<file path="config.mk">
export PLATFORM = sky130hd
export DESIGN_NAME = ysyx_22051086_axi_burst_master_flat
export DESIGN_NICKNAME = d
export VERILOG_FILES = /design/src/rtl/ysyx_22051086_axi_pkg.sv /design/src/rtl/ysyx_22051086_axi_burst_master_if.sv /design/src/rtl/ysyx_22051086_axi_line_buf.sv /design/src/rtl/ysyx_22051086_axi_burst_master.sv /design/src/flat_wrapper.sv
export SDC_FILE = /design/constraint.sdc
export NUM_CORES = 1
export LEC_CHECK = 0
export CAP_MARGIN = 20
export CORE_AREA = 2 2 351 353
export DETAILED_ROUTE_END_ITERATION = 12
export DIE_AREA = 0 0 353 355
export PLACE_DENSITY_LB_ADDON = 0.2
export SLEW_MARGIN = 0
export SYNTH_ARGS = -nofsm -noshare
export SYNTH_HDL_FRONTEND = slang
export SYNTH_HIERARCHICAL = 1
export SYNTH_SLANG_ARGS = --single-unit
</file>
<file path="constraint.sdc">
create_clock -name clk -period 2.3 [get_ports clk]
set_input_delay 0.23 -clock clk [delete_from_list [all_inputs] [get_ports clk]]
set_output_delay 0.23 -clock clk [all_outputs]
set_load 0.01 [all_outputs]
</file>
<file path="src/rtl/ysyx_22051086_axi_pkg.sv">
// Shared types and AXI encodings for the burst master slice.
package ysyx_22051086_axi_pkg;

    // One transaction at a time, so the FSM walks these states in order.
    typedef enum logic [2:0] {
        S_IDLE,
        S_AR,
        S_R,
        S_AW_W,
        S_W,
        S_B,
        S_RESP
    } state_t;

    localparam logic [1:0] BURST_INCR = 2'b01;
    localparam logic [1:0] RESP_OKAY  = 2'b00;
    localparam logic [2:0] SIZE_8B    = 3'b011;
    localparam int         LINE_BEATS = 4;

endpackage

</file>
<file path="src/rtl/ysyx_22051086_axi_burst_master_if.sv">
// Requester-side handshake plus the five AXI channels as one bundle.
// master = the burst master's view, slave = requester + memory responder.
interface ysyx_22051086_axi_burst_master_if #(
    parameter int ADDR_W = 32,
    parameter int DATA_W = 64,
    parameter int BEATS  = 4
);
    // requester side
    logic                          req_valid;
    logic                          req_ready;
    logic                          req_write;
    logic                          req_line;
    logic [ADDR_W-1:0]             req_addr;
    logic [2:0]                    req_size;
    logic [BEATS-1:0][DATA_W-1:0]  req_wdata;
    logic [DATA_W-1:0]             req_wstrb;
    logic                          resp_valid;
    logic                          resp_ready;
    logic [BEATS-1:0][DATA_W-1:0]  resp_rdata;
    logic                          resp_err;
    // read address / data
    logic [ADDR_W-1:0]             araddr;
    logic [3:0]                    arlen;
    logic [2:0]                    arsize;
    logic [1:0]                    arburst;
    logic                          arvalid;
    logic                          arready;
    logic [DATA_W-1:0]             rdata;
    logic [1:0]                    rresp;
    logic                          rlast;
    logic                          rvalid;
    logic                          rready;
    // write address / data / response
    logic [ADDR_W-1:0]             awaddr;
    logic [3:0]                    awlen;
    logic [2:0]                    awsize;
    logic [1:0]                    awburst;
    logic                          awvalid;
    logic                          awready;
    logic [DATA_W-1:0]             wdata;
    logic [DATA_W-1:0]             wstrb;
    logic                          wlast;
    logic                          wvalid;
    logic                          wready;
    logic [1:0]                    bresp;
    logic                          bvalid;
    logic                          bready;

    modport master (
        input  req_valid, req_write, req_line, req_addr, req_size, req_wdata, req_wstrb,
        output req_ready,
        output resp_valid, resp_rdata, resp_err,
        input  resp_ready,
        output araddr, arlen, arsize, arburst, arvalid,
        input  arready,
        input  rdata, rresp, rlast, rvalid,
        output rready,
        output awaddr, awlen, awsize, awburst, awvalid,
        input  awready,
        output wdata, wstrb, wlast, wvalid,
        input  wready,
        input  bresp, bvalid,
        output bready
    );

    modport slave (
        output req_valid, req_write, req_line, req_addr, req_size, req_wdata, req_wstrb,
        input  req_ready,
        input  resp_valid, resp_rdata, resp_err,
        output resp_ready,
        input  araddr, arlen, arsize, arburst, arvalid,
        output arready,
        output rdata, rresp, rlast, rvalid,
        input  rready,
        input  awaddr, awlen, awsize, awburst, awvalid,
        output awready,
        input  wdata, wstrb, wlast, wvalid,
        output wready,
        output bresp, bvalid,
        input  bready
    );
endinterface

</file>
<file path="src/rtl/ysyx_22051086_axi_line_buf.sv">
// Cache-line staging buffer: whole-line load from the requester, beat-indexed
// fill from R, beat-indexed read mux feeding W.
module ysyx_22051086_axi_line_buf #(
    parameter int DATA_W = 64,
    parameter int BEATS  = 4,
    parameter int IDX_W  = $clog2(BEATS)
) (
    input  logic                          clk,
    input  logic                          rst,
    input  logic                          load,
    input  logic [BEATS-1:0][DATA_W-1:0]  load_line,
    input  logic                          wr_en,
    input  logic [IDX_W-1:0]              idx,
    input  logic [DATA_W-1:0]             wr_data,
    output logic [DATA_W-1:0]             rd_data,
    output logic [BEATS-1:0][DATA_W-1:0]  line_q
);

    logic [BEATS-1:0][DATA_W-1:0] slots;

    // Load wins over a beat write; the two never coincide in practice.
    always_ff @(posedge clk or negedge rst) begin
        if (!rst) begin
            slots <= '0;
        end else begin
            for (int i = 0; i < BEATS; i++) begin
                if (load)
                    slots[i] <= load_line[i];
                else if (wr_en && idx == IDX_W'(i))
                    slots[i] <= wr_data;
            end
        end
    end

    assign rd_data = slots[idx];
    assign line_q  = slots;

endmodule

</file>
<file path="src/rtl/ysyx_22051086_axi_burst_master.sv">
// Single-outstanding AXI burst initiator: line fill, line writeback, or one
// uncached beat. All handshake outputs are registered in the FSM.
module ysyx_22051086_axi_burst_master
    import ysyx_22051086_axi_pkg::*;
#(
    parameter int DATA_W = 64,
    parameter int BEATS  = LINE_BEATS
) (
    input  logic                            clk,
    input  logic                            rst,
    ysyx_22051086_axi_burst_master_if.master bus
);

    localparam int         IDX_W    = $clog2(BEATS);
    localparam logic [3:0] LEN_LINE = 4'(BEATS - 1);

    state_t     state;
    logic [2:0] beat;
    logic       err;
    logic [3:0] beat_ext;
    logic       r_last;
    logic       buf_load;
    logic [BEATS-1:0][DATA_W-1:0] buf_load_line;

    assign beat_ext = {1'b0, beat};
    // Read ends on rlast or when the counted beats reach arlen+1, whichever first.
    assign r_last   = bus.rlast || (beat_ext == bus.arlen);

    // Reads start from a cleared buffer so a dropped fill never leaks old data.
    assign buf_load      = (state == S_IDLE) && bus.req_valid;
    assign buf_load_line = bus.req_write ? bus.req_wdata : '0;

    ysyx_22051086_axi_line_buf #(
        .DATA_W (DATA_W),
        .BEATS  (BEATS)
    ) u_line_buf (
        .clk       (clk),
        .rst       (rst),
        .load      (buf_load),
        .load_line (buf_load_line),
        .wr_en     ((state == S_R) && bus.rvalid),
        .idx       (beat[IDX_W-1:0]),
        .wr_data   (bus.rdata),
        .rd_data   (bus.wdata),
        .line_q    (bus.resp_rdata)
    );

    assign bus.resp_err = err;

    // Transaction sequencer with registered channel controls.
    always_ff @(posedge clk or negedge rst) begin
        if (!rst) begin
            state          <= S_IDLE;
            beat           <= '0;
            err            <= 1'b0;
            bus.req_ready  <= 1'b1;
            bus.resp_valid <= 1'b0;
            bus.araddr     <= '0;
            bus.arlen      <= '0;
            bus.arsize     <= '0;
            bus.arburst    <= '0;
            bus.arvalid    <= 1'b0;
            bus.rready     <= 1'b0;
            bus.awaddr     <= '0;
            bus.awlen      <= '0;
            bus.awsize     <= '0;
            bus.awburst    <= '0;
            bus.awvalid    <= 1'b0;
            bus.wstrb      <= '0;
            bus.wlast      <= 1'b0;
            bus.wvalid     <= 1'b0;
            bus.bready     <= 1'b0;
        end else begin
            case (state)
                S_IDLE: begin
                    if (bus.req_valid) begin
                        bus.req_ready <= 1'b0;
                        beat          <= '0;
                        err           <= 1'b0;
                        if (bus.req_write) begin
                            bus.awaddr  <= bus.req_addr;
                            bus.awlen   <= bus.req_line ? LEN_LINE : 4'd0;
                            bus.awsize  <= bus.req_line ? SIZE_8B : bus.req_size;
                            bus.awburst <= BURST_INCR;
                            bus.awvalid <= 1'b1;
                            bus.wvalid  <= 1'b1;
                            bus.wstrb   <= bus.req_line ? '1 : bus.req_wstrb;
                            bus.wlast   <= !bus.req_line;
                            state       <= S_AW_W;
                        end else begin
                            bus.araddr  <= bus.req_addr;
                            bus.arlen   <= bus.req_line ? LEN_LINE : 4'd0;
                            bus.arsize  <= bus.req_line ? SIZE_8B : bus.req_size;
                            bus.arburst <= BURST_INCR;
                            bus.arvalid <= 1'b1;
                            state       <= S_AR;
                        end
                    end
                end
                S_AR: begin
                    if (bus.arready) begin
                        bus.arvalid <= 1'b0;
                        bus.rready  <= 1'b1;
                        state       <= S_R;
                    end
                end
                S_R: begin
                    if (bus.rvalid) begin
                        beat <= beat + 3'd1;
                        err  <= err | (bus.rresp != RESP_OKAY);
                        if (r_last) begin
                            bus.rready     <= 1'b0;
                            bus.resp_valid <= 1'b1;
                            state          <= S_RESP;
                        end
                    end
                end
                S_AW_W: begin
                    // AW and the first W beat complete independently; each valid
                    // drops on its own handshake.
                    if (bus.awready)
                        bus.awvalid <= 1'b0;
                    if (bus.wvalid && bus.wready) begin
                        bus.wvalid <= 1'b0;
                        beat       <= beat + 3'd1;
                    end
                    if ((!bus.awvalid || bus.awready) && (!bus.wvalid || bus.wready)) begin
                        if (bus.awlen == 4'd0) begin
                            bus.wlast  <= 1'b0;
                            bus.bready <= 1'b1;
                            state      <= S_B;
                        end else begin
                            bus.wvalid <= 1'b1;
                            bus.wlast  <= (bus.awlen == 4'd1);
                            state      <= S_W;
                        end
                    end
                end
                S_W: begin
                    if (bus.wready) begin
                        if (beat_ext == bus.awlen) begin
                            bus.wvalid <= 1'b0;
                            bus.wlast  <= 1'b0;
                            bus.bready <= 1'b1;
                            state      <= S_B;
                        end else begin
                            beat      <= beat + 3'd1;
                            bus.wlast <= (beat_ext + 4'd1 == bus.awlen);
                        end
                    end
                end
                S_B: begin
                    if (bus.bvalid) begin
                        err            <= err | (bus.bresp != RESP_OKAY);
                        bus.bready     <= 1'b0;
                        bus.resp_valid <= 1'b1;
                        state          <= S_RESP;
                    end
                end
                S_RESP: begin
                    if (bus.resp_ready) begin
                        bus.resp_valid <= 1'b0;
                        bus.req_ready  <= 1'b1;
                        state          <= S_IDLE;
                    end
                end
                default: state <= S_IDLE;
            endcase
        end
    end

endmodule

</file>
<file path="src/flat_wrapper.sv">
// flat-port wrapper written by rule: the top's interface ports become plain ports
module ysyx_22051086_axi_burst_master_flat import ysyx_22051086_axi_pkg::*;
#(
    parameter int DATA_W = 64,
    parameter int BEATS  = LINE_BEATS
)
  (clk, rst, bus_req_valid, bus_req_write, bus_req_line, bus_req_addr, bus_req_size, bus_req_wdata, bus_req_wstrb, bus_req_ready, bus_resp_valid, bus_resp_rdata, bus_resp_err, bus_resp_ready, bus_araddr, bus_arlen, bus_arsize, bus_arburst, bus_arvalid, bus_arready, bus_rdata, bus_rresp, bus_rlast, bus_rvalid, bus_rready, bus_awaddr, bus_awlen, bus_awsize, bus_awburst, bus_awvalid, bus_awready, bus_wdata, bus_wstrb, bus_wlast, bus_wvalid, bus_wready, bus_bresp, bus_bvalid, bus_bready);
  ysyx_22051086_axi_burst_master_if #(.DATA_W(DATA_W), .BEATS(BEATS)) bus_i ();
  input  logic clk;
  input  logic rst;
  input wire logic [$bits(bus_i.req_valid)-1:0] bus_req_valid;
  input wire logic [$bits(bus_i.req_write)-1:0] bus_req_write;
  input wire logic [$bits(bus_i.req_line)-1:0] bus_req_line;
  input wire logic [$bits(bus_i.req_addr)-1:0] bus_req_addr;
  input wire logic [$bits(bus_i.req_size)-1:0] bus_req_size;
  input wire logic [$bits(bus_i.req_wdata)-1:0] bus_req_wdata;
  input wire logic [$bits(bus_i.req_wstrb)-1:0] bus_req_wstrb;
  output wire logic [$bits(bus_i.req_ready)-1:0] bus_req_ready;
  output wire logic [$bits(bus_i.resp_valid)-1:0] bus_resp_valid;
  output wire logic [$bits(bus_i.resp_rdata)-1:0] bus_resp_rdata;
  output wire logic [$bits(bus_i.resp_err)-1:0] bus_resp_err;
  input wire logic [$bits(bus_i.resp_ready)-1:0] bus_resp_ready;
  output wire logic [$bits(bus_i.araddr)-1:0] bus_araddr;
  output wire logic [$bits(bus_i.arlen)-1:0] bus_arlen;
  output wire logic [$bits(bus_i.arsize)-1:0] bus_arsize;
  output wire logic [$bits(bus_i.arburst)-1:0] bus_arburst;
  output wire logic [$bits(bus_i.arvalid)-1:0] bus_arvalid;
  input wire logic [$bits(bus_i.arready)-1:0] bus_arready;
  input wire logic [$bits(bus_i.rdata)-1:0] bus_rdata;
  input wire logic [$bits(bus_i.rresp)-1:0] bus_rresp;
  input wire logic [$bits(bus_i.rlast)-1:0] bus_rlast;
  input wire logic [$bits(bus_i.rvalid)-1:0] bus_rvalid;
  output wire logic [$bits(bus_i.rready)-1:0] bus_rready;
  output wire logic [$bits(bus_i.awaddr)-1:0] bus_awaddr;
  output wire logic [$bits(bus_i.awlen)-1:0] bus_awlen;
  output wire logic [$bits(bus_i.awsize)-1:0] bus_awsize;
  output wire logic [$bits(bus_i.awburst)-1:0] bus_awburst;
  output wire logic [$bits(bus_i.awvalid)-1:0] bus_awvalid;
  input wire logic [$bits(bus_i.awready)-1:0] bus_awready;
  output wire logic [$bits(bus_i.wdata)-1:0] bus_wdata;
  output wire logic [$bits(bus_i.wstrb)-1:0] bus_wstrb;
  output wire logic [$bits(bus_i.wlast)-1:0] bus_wlast;
  output wire logic [$bits(bus_i.wvalid)-1:0] bus_wvalid;
  input wire logic [$bits(bus_i.wready)-1:0] bus_wready;
  input wire logic [$bits(bus_i.bresp)-1:0] bus_bresp;
  input wire logic [$bits(bus_i.bvalid)-1:0] bus_bvalid;
  output wire logic [$bits(bus_i.bready)-1:0] bus_bready;
  assign bus_i.req_valid = bus_req_valid;
  assign bus_i.req_write = bus_req_write;
  assign bus_i.req_line = bus_req_line;
  assign bus_i.req_addr = bus_req_addr;
  assign bus_i.req_size = bus_req_size;
  assign bus_i.req_wdata = bus_req_wdata;
  assign bus_i.req_wstrb = bus_req_wstrb;
  assign bus_req_ready = bus_i.req_ready;
  assign bus_resp_valid = bus_i.resp_valid;
  assign bus_resp_rdata = bus_i.resp_rdata;
  assign bus_resp_err = bus_i.resp_err;
  assign bus_i.resp_ready = bus_resp_ready;
  assign bus_araddr = bus_i.araddr;
  assign bus_arlen = bus_i.arlen;
  assign bus_arsize = bus_i.arsize;
  assign bus_arburst = bus_i.arburst;
  assign bus_arvalid = bus_i.arvalid;
  assign bus_i.arready = bus_arready;
  assign bus_i.rdata = bus_rdata;
  assign bus_i.rresp = bus_rresp;
  assign bus_i.rlast = bus_rlast;
  assign bus_i.rvalid = bus_rvalid;
  assign bus_rready = bus_i.rready;
  assign bus_awaddr = bus_i.awaddr;
  assign bus_awlen = bus_i.awlen;
  assign bus_awsize = bus_i.awsize;
  assign bus_awburst = bus_i.awburst;
  assign bus_awvalid = bus_i.awvalid;
  assign bus_i.awready = bus_awready;
  assign bus_wdata = bus_i.wdata;
  assign bus_wstrb = bus_i.wstrb;
  assign bus_wlast = bus_i.wlast;
  assign bus_wvalid = bus_i.wvalid;
  assign bus_i.wready = bus_wready;
  assign bus_i.bresp = bus_bresp;
  assign bus_i.bvalid = bus_bvalid;
  assign bus_bready = bus_i.bready;
  ysyx_22051086_axi_burst_master #(.DATA_W(DATA_W), .BEATS(BEATS)) u_core (.clk(clk), .rst(rst), .bus(bus_i));
endmodule
</file>
==> results by group <==
Die
  – Ports: between 900 and 1000
  – Initial Utilization: 18.0%
  – Total core area: 121000 um2
  – Die Y: 355 um
  – Row count: 128
  – Full die area: 125000 um2
  – Die Width: 353 um

Clock network
  – CTS tree: yes
  – Clk sinks: a little over 400
  – Worst-path clk slew: 60 ps
  – CTS max path bufs: 3
  – CTS Root Cell: clkbuf_16
  – CTS Buf Count: between 50 and 60
  – Worst-Skew Late Latency: roughly 640 ps
  – Htree depth: 2

Final layout
  – Share of post-route cells with drive strength above 1: 22.5%
  – Post-route design area: 36600 um2
  – Area added between synthesis and finish: 67.7%
  – Fillers: 12800
  – Nets@finish: 3576

Yosys
  – Top post-synthesis cells by area: dfrtp_1 (47%), mux2_4 (8.3%), nand2_1 (7.9%)
  – Mapped Area: 21800 um2
  – Yosys top cell by area: dfrtp_1
  – Number of synthesized flops with an enable pin: 0
  – Top-area cell type share of the netlist area: 46.7%
  – Commonest cells post-synth: nand2_1 (459), dfrtp_1 (408), and2_1 (257), nor2_1 (209), mux2_2 (130)
  – Synth warn: 6
  – Synthesized area per cell: about 10 um2
  – Most frequent cell after synthesis: nand2_1
  – Seq/Total Area, Yosys: between 40% and 50%
  – #FFs+latches synth: 409
  – Post-Synthesis Cells: 2108
  – Top_reg_cell synth: dfrtp_1
  – Synth unique cells: 53
  – Share of synthesized flip-flops with an asynchronous set or reset: 100%

Drt
  – Starting DRT DRC Count: 891
  – Detailed-routed wire length on met3: 8610 um
  – WL/cell: 23.1 um
  – Via/cell ratio: ~4.1
  – Wirelength, routed: between 100000 and 150000 um
  – Routed via count: 19700
  – Routed met2 length: 54300 um
  – Top Layer Used: met5
  – First drt pass iteration count: 5
  – Drc violations: 0
  – ANT nets after route: 0
  – M1 WL: around 46000 um

Place
  – PortBufs: 903
  – GP Congestion: 0.844
  – Dpl hpwl: 84600 um
  – DP Area: 33900 um2

Setup path
  – Slowest stage delay, CP: 530 ps
  – Crit path max-delay cell type: dfrtp_4
  – WP buf/inv: 5
  – CP required: 2070 ps
  – CP top delay family: buffers and inverters
  – Most used cell, CP: buf_12
  – Worst path cell trace: buf_16 > buf_12 > buf_8 > buf_12 > mux4_2 > buf_6
  – Worst path arrival time: 2350 ps
  – CP Capture Type: output pin
  – Kind of critical path: flop to output pin
  – CP max FO: 7
  – CP Launch Type: flop

Timing
  – Fmax: just under 400 MHz
  – Worst rel slew slack: 45.9%
  – Max Slew Vio Count: 0
  – Final Hold Viols: 0
  – PnR worst setup slack: -277 ps
  – RSZ-0062 raised after global routing: yes
  – Least-Margin Pin Slew: 812 ps
  – Part of the cycle the worst path needs: 112%
  – Clock skew: 25.6 ps
  – Tmin final: about 2600 ps
  – Setup violators final: 70

Power and ir drop
  – Sw frac: 36.9%
  – Total internal power: 32.1 mW
  – Static Leak: about 15 nW
  – Clock power frac: around 17%
  – Reg power frac: between 20 and 30%
  – Pwr Density: 1390 nW/um2
  – VDD IR max: 0.621 mV
  – Comb pwr share: 55.3%
  – Total chip power: 50.9 mW
  – Switch Pwr: 18.8 mW

Flow run
  – Max-cap violations: 0

Outcome
  – Failing checks: setup timing
  – Run status: complete, but fails checks

Global routing
  – First-pass GRT wire length: ~150000 um
  – Largest net degree at the start of global routing: 86
  – Initial antenna violation count: 26
  – Total track usage: 16.8%
  – Vias in the first global route: 20500
  – Remaining Overflow, GRT: 0

Min path
  – Tightest Hold Check Type: primary input to flop
worst paths after layout:
| kind | start | end | slack (ps) | cells after the start |
|---|---|---|---|---|
| setup reg to reg | u_core/beat[0] | u_core/state[0] | -120 | 10 |
| hold / removal | bus_req_write | u_core/bus.arlen[0] | 120 | 3 |
| min in group asynchronous | rst | u_core/u_line_buf/line_q[164] | 190 | 2 |
| hold reg to reg | u_core/bus.arburst[0] | u_core/bus.arburst[0] | 470 | 1 |
| max in group asynchronous | rst | u_core/bus.req_ready | 1280 | 3 |
| setup / recovery | u_core/beat[0] | bus_wdata[0] | -280 | 6 |
tightest hold or removal path, cell delays in order:
cell and delay, ps:
buf_6 170, nor2_4 180, mux2_1 140
layer usage:
layer  GRT usage [%]  vias up
met4            3.50       28
li1                -     9133
met1            20.3     9667
met2            29.1      741
met3            5.62      119
met5               0        -
area by class of cell:
type | count | area, um2 | share of cell area (%)
Antenna cell | 10 | 25.0 | 0.0683
Clock buffer | 86 | 1620 | 4.42
Clock inverter | 12 | 153 | 0.417
Inverter | 12 | 55.1 | 0.150
Multi-Input combinational cell | 1535 | 10900 | 29.7
Sequential cell | 409 | 10200 | 28.0
Tap cell | 1625 | 2030 | 5.55
Timing Repair Buffer | 1129 | 11600 | 31.8
layout by cell type, fill, tap and decap left out, drive strengths merged, types with 2 or more instances in the layout:
master / n
o21ai: 14
diode: 10
and2: 257
dfrtp: 408
clkinv: 7
inv: 14
nand4: 2
a21oi: 74
o32a: 2
nor4: 2
a21o: 2
or3: 3
clkdlybuf4s50: 838
mux4: 64
nor3: 5
clkinvlp: 2
conb: 6
nor2b: 5
clkdlybuf4s15: 2
nand3b: 3
o22ai: 3
buf: 280
clkbuf: 93
nor2: 210
nand3: 6
nand2b: 68
a31oi: 66
mux2: 262
a31o: 3
o32ai: 2
mux2i: 2
nand2: 459
or2: 2
sequential cells by signal, indices dropped and copies added (netlist names), 3 cells and up:
signal	cells
u_core/beat	3
u_core/bus.araddr	32
u_core/bus.arsize	3
u_core/bus.awaddr	32
u_core/bus.awsize	3
u_core/bus.wstrb	64
u_core/state	3
u_core/u_line_buf/line_q	256
stage by stage:
step | hold slack [ps] | instances | utilization (%) | setup TNS, ps | setup slack [ps]
6_report | 124 | 4818 | 30.2 | -9450 | -277
3_5_place_dp | 249 | 4652 | 27.9 | -142 | -23.4
4_1_cts | 79.7 | 4781 | 29.8 | -28550 | -378
5_1_grt | 118 | 4809 | 30.2 | -20330 | -355
2_1_floorplan | -65.6 | 2113 | - | 0 | 330
3_3_place_gp | 242 | 4652 | 27.9 | 0 | 8.57
cells by family after synthesis:
family / Yosys count / synth area share (%)
adders and majority gates: 1 / 0.0573
and+or+nand+nor: 1026 / 21.8
buffers and inverters: 169 / 4.14
AOI/OAI and AO/OA: 172 / 4.74
other: 1 / 0.0172
xor gates and xnor gates: 2 / 0.0802
muxes: 328 / 22.3
DFF: 409 / 46.9
repair_timing:
action,CTS,global route
buffers inserted,28,27
cloned,3,6
hold buffers,1,0
endpoints found under the hold margin,41,0
setup endpoints to repair,64,241
gates resized for setup,335,68
pin swaps,4,7
power by group through the flow:
stage	registers [mW]	logic [mW]	clock network [mW]
2_1_floorplan	14.6	10.4	0
3_3_place_gp	14.3	26.8	0
3_5_place_dp	14.3	26.9	0
4_1_cts	14.3	27.6	8.86
5_1_grt	14.7	29.9	9.11
6_report	14.2	28.1	8.56
Note: power is estimated with default switching activity, not from simulation.
